## config.mk

```make
export PLATFORM = sky130hd
export DESIGN_NAME = rom_arbiter
export DESIGN_NICKNAME = d
export VERILOG_FILES = /design/src/rtl/rom_arb_pkg.sv /design/src/rtl/rom_arb_pick.sv /design/src/rtl/rom_arbiter.sv
export SDC_FILE = /design/constraint.sdc
export NUM_CORES = 1
export LEC_CHECK = 0
export ABC_AREA = 1
export BUFFER_PORTS_ARGS = -buffer_cell sky130_fd_sc_hd__buf_4
export CELL_PAD_IN_SITES_DETAIL_PLACEMENT = 0
export CELL_PAD_IN_SITES_GLOBAL_PLACEMENT = 1
export CORE_ASPECT_RATIO = 1.4
export CORE_UTILIZATION = 31
export CTS_BUF_LIST = sky130_fd_sc_hd__clkbuf_8 sky130_fd_sc_hd__clkbuf_16
export CTS_CLUSTER_SIZE = 25
export DETAILED_ROUTE_END_ITERATION = 12
export PLACE_DENSITY = 0.78
export SKIP_CTS_REPAIR_TIMING = 1
export SLEW_MARGIN = 15
export SYNTH_ARGS = -nofsm -noshare
export SYNTH_HDL_FRONTEND = slang
export SYNTH_HIERARCHICAL = 1
export SYNTH_SLANG_ARGS = --single-unit
```

## constraint.sdc

```tcl
create_clock -name clk -period 1.5 [get_ports clk]
set_input_delay 0 -clock clk [delete_from_list [all_inputs] [get_ports clk]]
set_output_delay 0 -clock clk [all_outputs]
set_load 0.02 [all_outputs]
```

## src/rtl/rom_arb_pkg.sv

```systemverilog
// Shared types and constants for the two-requester ROM arbiter.
// Requester 0 is instruction fetch and requester 1 is data/literal load.
package rom_arb_pkg;

  localparam int NUM_REQ   = 2;
  localparam int REQ_FETCH = 0;
  localparam int REQ_DATA  = 1;

  typedef enum logic {
    IDLE = 1'b0,
    RESP = 1'b1
  } state_t;

endpackage

```

## src/rtl/rom_arb_pick.sv

```systemverilog
// Combinational winner select: a lone requester wins, and on contention the one not granted last wins.
// Latency: zero; backpressure: none (pure function of its inputs).
module rom_arb_pick
  import rom_arb_pkg::*;
(
  input  logic [NUM_REQ-1:0] req_valid,
  input  logic               last_grant,
  output logic [NUM_REQ-1:0] grant
);

  always_comb begin
    grant = req_valid;
    if (req_valid == 2'b11) begin
      grant = last_grant ? 2'b01 : 2'b10;
    end
  end

endmodule

```

## src/rtl/rom_arbiter.sv

```systemverilog
// Arbitrates fetch/data reads of a zero-latency ROM; ROM_ARB_RR_EN selects round-robin, otherwise fetch has fixed priority.
// Latency: response valid one cycle after acceptance; backpressure: one response held until its owner's rsp_ready, no grants meanwhile.
module rom_arbiter
  import rom_arb_pkg::*;
#(
  parameter int ADDR_WIDTH = 8,
  parameter int DATA_WIDTH = 32
) (
  input  logic                               clk,
  input  logic                               rst_n,
  input  logic [NUM_REQ-1:0]                 req_valid,
  input  logic [NUM_REQ-1:0][ADDR_WIDTH-1:0] req_addr,
  output logic [NUM_REQ-1:0]                 req_ready,
  output logic [NUM_REQ-1:0]                 rsp_valid,
  output logic [DATA_WIDTH-1:0]              rsp_data,
  input  logic [NUM_REQ-1:0]                 rsp_ready,
  output logic [ADDR_WIDTH-1:0]              rom_addr,
  input  logic [DATA_WIDTH-1:0]              rom_dout
);

  state_t                state_q, state_d;
  logic                  owner_q;
  logic [DATA_WIDTH-1:0] data_q;
  logic [ADDR_WIDTH-1:0] addr_q;
  logic [NUM_REQ-1:0]    grant;
  logic                  last_grant;
  logic                  win;
  logic                  accept;

  rom_arb_pick u_pick (
    .req_valid  (req_valid),
    .last_grant (last_grant),
    .grant      (grant)
  );

  assign win = grant[REQ_DATA];

`ifdef ROM_ARB_RR_EN
  logic last_grant_q;

  always_ff @(posedge clk or negedge rst_n) begin
    if (!rst_n) begin
      last_grant_q <= 1'b1;
    end else if (accept) begin
      last_grant_q <= win;
    end
  end

  assign last_grant = last_grant_q;
`else
  // Pretending data was granted last makes the picker always favour fetch.
  assign last_grant = 1'b1;
`endif

  always_comb begin
    state_d   = state_q;
    req_ready = '0;
    rsp_valid = '0;
    rom_addr  = addr_q;
    accept    = 1'b0;
    case (state_q)
      IDLE: begin
        if (rst_n && (req_valid != '0)) begin
          req_ready = grant;
          rom_addr  = req_addr[win];
          accept    = 1'b1;
          state_d   = RESP;
        end
      end
      RESP: begin
        rsp_valid = owner_q ? 2'b10 : 2'b01;
        // Only the owner's ready can retire the response.
        if (rsp_ready[owner_q]) begin
          state_d = IDLE;
        end
      end
      default: state_d = IDLE;
    endcase
  end

  always_ff @(posedge clk or negedge rst_n) begin
    if (!rst_n) begin
      state_q <= IDLE;
      owner_q <= 1'b0;
      data_q  <= '0;
      addr_q  <= '0;
    end else begin
      state_q <= state_d;
      if (accept) begin
        owner_q <= win;
        data_q  <= rom_dout;
        addr_q  <= rom_addr;
      end
    end
  end

  assign rsp_data = data_q;

endmodule

```

==> metrics, run 1 <==
outcome completed; Cells after Synth 236; share of post-route cells with drive strength above 1 0.307; GP Congestion 0.723; synth top area cells dfrtp_1, nand2_1, nand3_1, buf_6, inv_1; via/cell ratio 4.41; fin. max-slew vios 0; required time at the worst-slack endpoint 1.50 ns; final setup violating endpoints 0; Layout area overhead 67.2%; Slew headroom 0.658; CP Max Fanout 22; sequential share of the synthesized area 0.556; Worst path most repeated cell nand2_1; Netlist cell types 14; total of max-cap violations 0; grt ovf 0; Starting Density 0.322; CTS sink cnt 42; Hold WS 0.0128 ns; crit start category flop; Peak VDD IR 0.000640 V; Die H 94.4 um; row count 33; crit path time final 1.43 ns; die width 68 um; wirelength, routed 5.50 mm; crit-path cells nor2_4 > nand2_8 > nand2_1 > nand2_1 > buf_4; Avg Inst Size Synth 8.01 sq um; final instance area 0.00316 sq mm; Longest Clk Path Bufs 2; HPWL after detailed placement 3.45 mm; initial antenna violation count 0; GRT Overall Usage 0.158; most frequent cell after synthesis nand2_1; DR vias 1960; EDFF count, synth 0; diode count 0; wire length of the first global-routing pass 7.63 mm; crit share post-route 0.950; largest net degree at the start of global routing 44; Detailed Route Iter0 Violations 88; cell area after synthesis 0.00189 sq mm; slowest stage delay, CP 0.42 ns; crit path DAT 1.43 ns; Synth top area share 0.556; CP Buf/Inv Count 1; ys async rst share 1.00; core footprint 0.00586 sq mm; Primary FF master, synth dfrtp_1; vias in the first global route 1656; Slew @ Worst Pin 0.513 ns; Setup CP Type reg2out; Min-Delay Path Class in2reg; FILL cells 561; Yosys warnings 6; Fin. Hold Viols 0; Critical Path Slowest Stage Cell dfrtp_1; Clock Skew 0.00933 ns; Root Driver clkbuf_8; Max Freq 702 MHz; # DRC 0; leading area contributor after synthesis dfrtp_1; die area 0.00642 sq mm; clock-pin slew on the worst setup and hold paths 0.08 ns; IO Pins 98; Wirelength per Cell 12.4 um; Num CTS Buffers 5; CTS tree built; Nets 427; worst-skew pair later-pin latency 0.29 ns; pwr/cell area 1630 mW/mm^2; Placed Area 0.00266 sq mm; Seq cells post-synth 42; P_leak 1.81 nW; IO buf count 97; critical path endpoint category output pin; Pre-Repair DR Iteration Count 4; synth cell count leaders nand2_1, dfrtp_1, nand3_1; H-tree levels 2; Final ANT Viol Nets 0; Top delay family on crit path simple AND/OR/NAND/NOR gates
==> per-stage QoR <==
step / std cells / util / total power, mW / TNS [ns] / setup slack, ns
final: 444 / 0.539 / 5.15 / 0 / 0.0746
after global routing: 444 / 0.539 / 5.52 / -0.00814 / -0.00814
after CTS: 406 / 0.472 / 5.07 / -0.776 / -0.106
after detailed placement: 398 / 0.454 / 4.21 / 0 / 0.223
after global placement: 398 / 0.454 / 4.18 / 0 / 0.243
after floorplan: 237 / - / 3.16 / 0 / 0.389
==> worst register-to-register path, cell delays in order (launching register included) <==
cell and delay (ns):
dfrtp_1 0.42, nor2_4 0.20, buf_4 0.14, buf_4 0.10
nand2_4 0.16, nand2_1 0.11, nand2_1 0.06
==> logic make-up (layout without fill, tap and decap cells) <==
kind of cell / count (synthesis) / in the layout / synth area share
DFF: 42 / 42 / 0.556
and+or+nand+nor: 170 / 171 / 0.371
AOI/OAI and AO/OA: 1 / 1 / 0.00264
buffers and inverters: 22 / 158 / 0.0682
other: 1 / 2 / 0.00198
==> sequential cells by signal (all words and copies together), names as in the netlist <==
register and cells:
addr_q 8, state_q 1, rsp_data 32, owner_q 1
==> layer usage <==
layer,routed length (um),up-vias,global-route usage
met5,0,-,0
met4,122,0,0.0538
met3,196,10,0.0254
met2,3030,54,0.275
met1,2150,899,0.192
li1,-,997,-
==> cell usage in the layout (no fill, tap or decap), drive strengths merged <==
| cell type | n |
|---|---|
| conb | 2 |
| bufinv | 1 |
| nor2 | 5 |
| a21oi | 1 |
| dfrtp | 42 |
| nand3 | 35 |
| nand2 | 131 |
| dlygate4sd3 | 35 |
| clkbuf | 5 |
| buf | 104 |
| inv | 13 |
==> area by class of cell <==
class / count / area [sq um] / share of cell area
inverters: 11 / 41.3 / 0.0131
clock inverters: 3 / 37.5 / 0.0119
repair buffers: 139 / 1130 / 0.359
well taps: 70 / 87.6 / 0.0277
multi-input cells: 174 / 739 / 0.234
clock buffers: 5 / 68.8 / 0.0218
flip-flops and latches: 42 / 1050 / 0.333
==> final timing paths <==
| check | startpoint | endpoint | slack, ns | cells after the start |
|---|---|---|---|---|
| worst min register to register | rsp_data[5] | rsp_data[5] | 0.47 | 2 |
| worst min-delay path | req_addr[0] | addr_q[0] | 0.01 | 5 |
| worst max register to register | state_q | rsp_data[0] | 0.18 | 6 |
| min in group asynchronous | rst_n | state_q | 0.05 | 2 |
| worst max-delay path | state_q | rom_addr[6] | 0.07 | 5 |
| max in group asynchronous | rst_n | rsp_data[13] | 0.72 | 3 |
==> power breakdown <==
part           switching [mW]  total (mW)  leakage, nW  internal (mW)
Combinational            1.40        2.45         1.23           1.04
Sequential              0.251        1.86        0.520           1.61
Clock                   0.364       0.849       0.0607          0.484
Total                    2.02        5.15         1.81           3.13
(Power assumes the default switching activity.)
==> inputs of run 2 (changes only) <==
==> constraint.sdc (replaced) <==
create_clock -name clk -period 1.5 [get_ports clk]
set_input_delay 0.075 -clock clk [delete_from_list [all_inputs] [get_ports clk]]
set_output_delay 0.075 -clock clk [all_outputs]
set_load 0.02 [all_outputs]
==> metrics, run 2 (synthesis gave the netlist of run 1 again) <==
Clock Skew 0.00394 ns (-0.00540 ns); GP Congestion 0.724 (+0.19%); Hold WS 0.0158 ns (+0.00300 ns); Placed Area 0.00267 sq mm (+0.28%); HPWL after detailed placement 3.57 mm (+3.5%); pwr/cell area 1790 mW/mm^2 (+10%); combinational share of power 0.479 (+0.004); crit share post-route 0.974 (+0.0240); Clock power frac 0.172 (+0.007); Starting Density 0.322 (unchanged); RSZ-0062 raised after global routing yes; Min-Delay Path Class in2reg; via/cell ratio 4.39 (-0.47%); Final ANT Viol Nets 0 (unchanged); max reg flops 32 (unchanged); wire length of the first global-routing pass 8.01 mm (+5.0%); CP Max Fanout 11 (-50%); core footprint 0.00586 sq mm (unchanged); wirelength, routed 5.38 mm (-2.1%); CP Buf/Inv Count 1 (unchanged); commonest non-fill, non-tap cells in the layout nand2_1, buf_4, dfrtp_1; die width 68 um (unchanged); Int Power 3.27 mW (+4.4%); DR vias 1841 (-6.1%); clock-pin slew on the worst setup and hold paths 0.08 ns (about the same); crit path time final 1.46 ns (+0.0360 ns); slowest stage delay, CP 0.43 ns (about the same); fin. max-slew vios 0 (unchanged); critical path endpoint category output pin; outcome completed; Detailed Route Iter0 Violations 69 (-22%); Critical Path Slowest Stage Cell dfrtp_1; Num CTS Buffers 5 (unchanged); Peak VDD IR 0.000816 V (+28%); IO buf count 97 (unchanged); commonest non-fill, non-tap cell in the layout nand2_1; Psw 2.09 mW (+3.4%); # DRC 0 (unchanged); hold depth 3 (-2); Max Freq 684 MHz (-2.5%); Layout area overhead 58.1%; largest net degree at the start of global routing 44 (unchanged); crit path DAT 1.39 ns (-0.04 ns); Longest Clk Path Bufs 2 (unchanged); Fin. Hold Viols 0 (unchanged); CP Depth 5 (unchanged); setup TNS 0 ns (unchanged); Top delay family on crit path simple AND/OR/NAND/NOR gates; Final Power 5.36 mW (+4.0%); Flop pwr share 0.350 (-0.011); initial antenna violation count 0 (unchanged); H-tree levels 2 (unchanged); total of max-cap violations 0 (unchanged); Nets 403 (-5.6%); row count 33 (unchanged); Wirelength per Cell 12.8 um (+3.7%); Die H 94.4 um (unchanged); CTS sink cnt 42 (unchanged); crit start category flop; CTS tree built; reg2reg path depth 6 (unchanged); Pre-Repair DR Iteration Count 4 (unchanged); Switching Fraction 0.389 (-0.00240); Root Driver clkbuf_8; final setup violating endpoints 0 (unchanged); die area 0.00642 sq mm (unchanged); crit-path cells nor2_4 > nand2_8 > nand2_2 > nand2_1 > buf_4; GRT Overall Usage 0.164 (+0.00625); grt ovf 0 (unchanged); Setup CP Type reg2out; diode count 0 (unchanged); IO Pins 98 (unchanged); vias in the first global route 1707 (+3.1%); worst-skew pair later-pin latency 0.29 ns (about the same); final instance area 0.00299 sq mm (-5.4%); share of post-route cells with drive strength above 1 0.407 (+0.0994); required time at the worst-slack endpoint 1.42 ns (-0.08 ns); P_leak 1.74 nW (-4.2%)
[run 2: routing by layer]
metal,GRT usage,share of wire,up-vias
li1,-,-,951
met1,0.199,0.40,836
met2,0.283,0.54,48
met3,0.0314,0.042,6
met4,0.0573,0.015,0
met5,0,0,-
[run 2: final timing paths]
kind / end / slack, ns / from
max: rom_addr[3] / 0.04 / state_q
max reg2reg: rsp_data[15] / 0.14 / state_q
min reg2reg: rsp_data[12] / 0.48 / rsp_data[12]
max in group asynchronous: rsp_data[3] / 0.86 / rst_n
min: rsp_data[25] / 0.02 / rom_dout[25]
min in group asynchronous: state_q / 0.35 / rst_n
[run 2: per-stage QoR]
step,utilization,setup WS [ns],instances
global route,0.510,-0.0411,419
CTS,0.474,-0.178,406
floorplan,-,0.314,237
detailed placement,0.455,0.144,399
finish,0.510,0.0387,419
global placement,0.455,0.186,399
[run 2: worst min-delay path, delay by kind of cell]
kind	cells	cell delay [ns]
AND/OR/NAND/NOR	2	0.12
buffers and inverters	1	0.07
[run 2: area by class of cell]
class	count	area (sq um)
timing repair buffer	114	908
fill	617	2870
tap	70	87.6
inverter	11	41.3
multi-input combinational	175	788
clock inverter	1	30.0
clock buffer	6	82.6
sequential	42	1050
[run 2: power by group through the flow]
stage | Sequential, mW | Clock (mW) | Combinational, mW
after CTS | 1.86 | 0.942 | 2.33
after global routing | 1.94 | 0.979 | 2.82
after detailed placement | 1.88 | 0 | 2.33
after global placement | 1.88 | 0 | 2.31
after floorplan | 2.31 | 0 | 0.853
final | 1.87 | 0.921 | 2.57
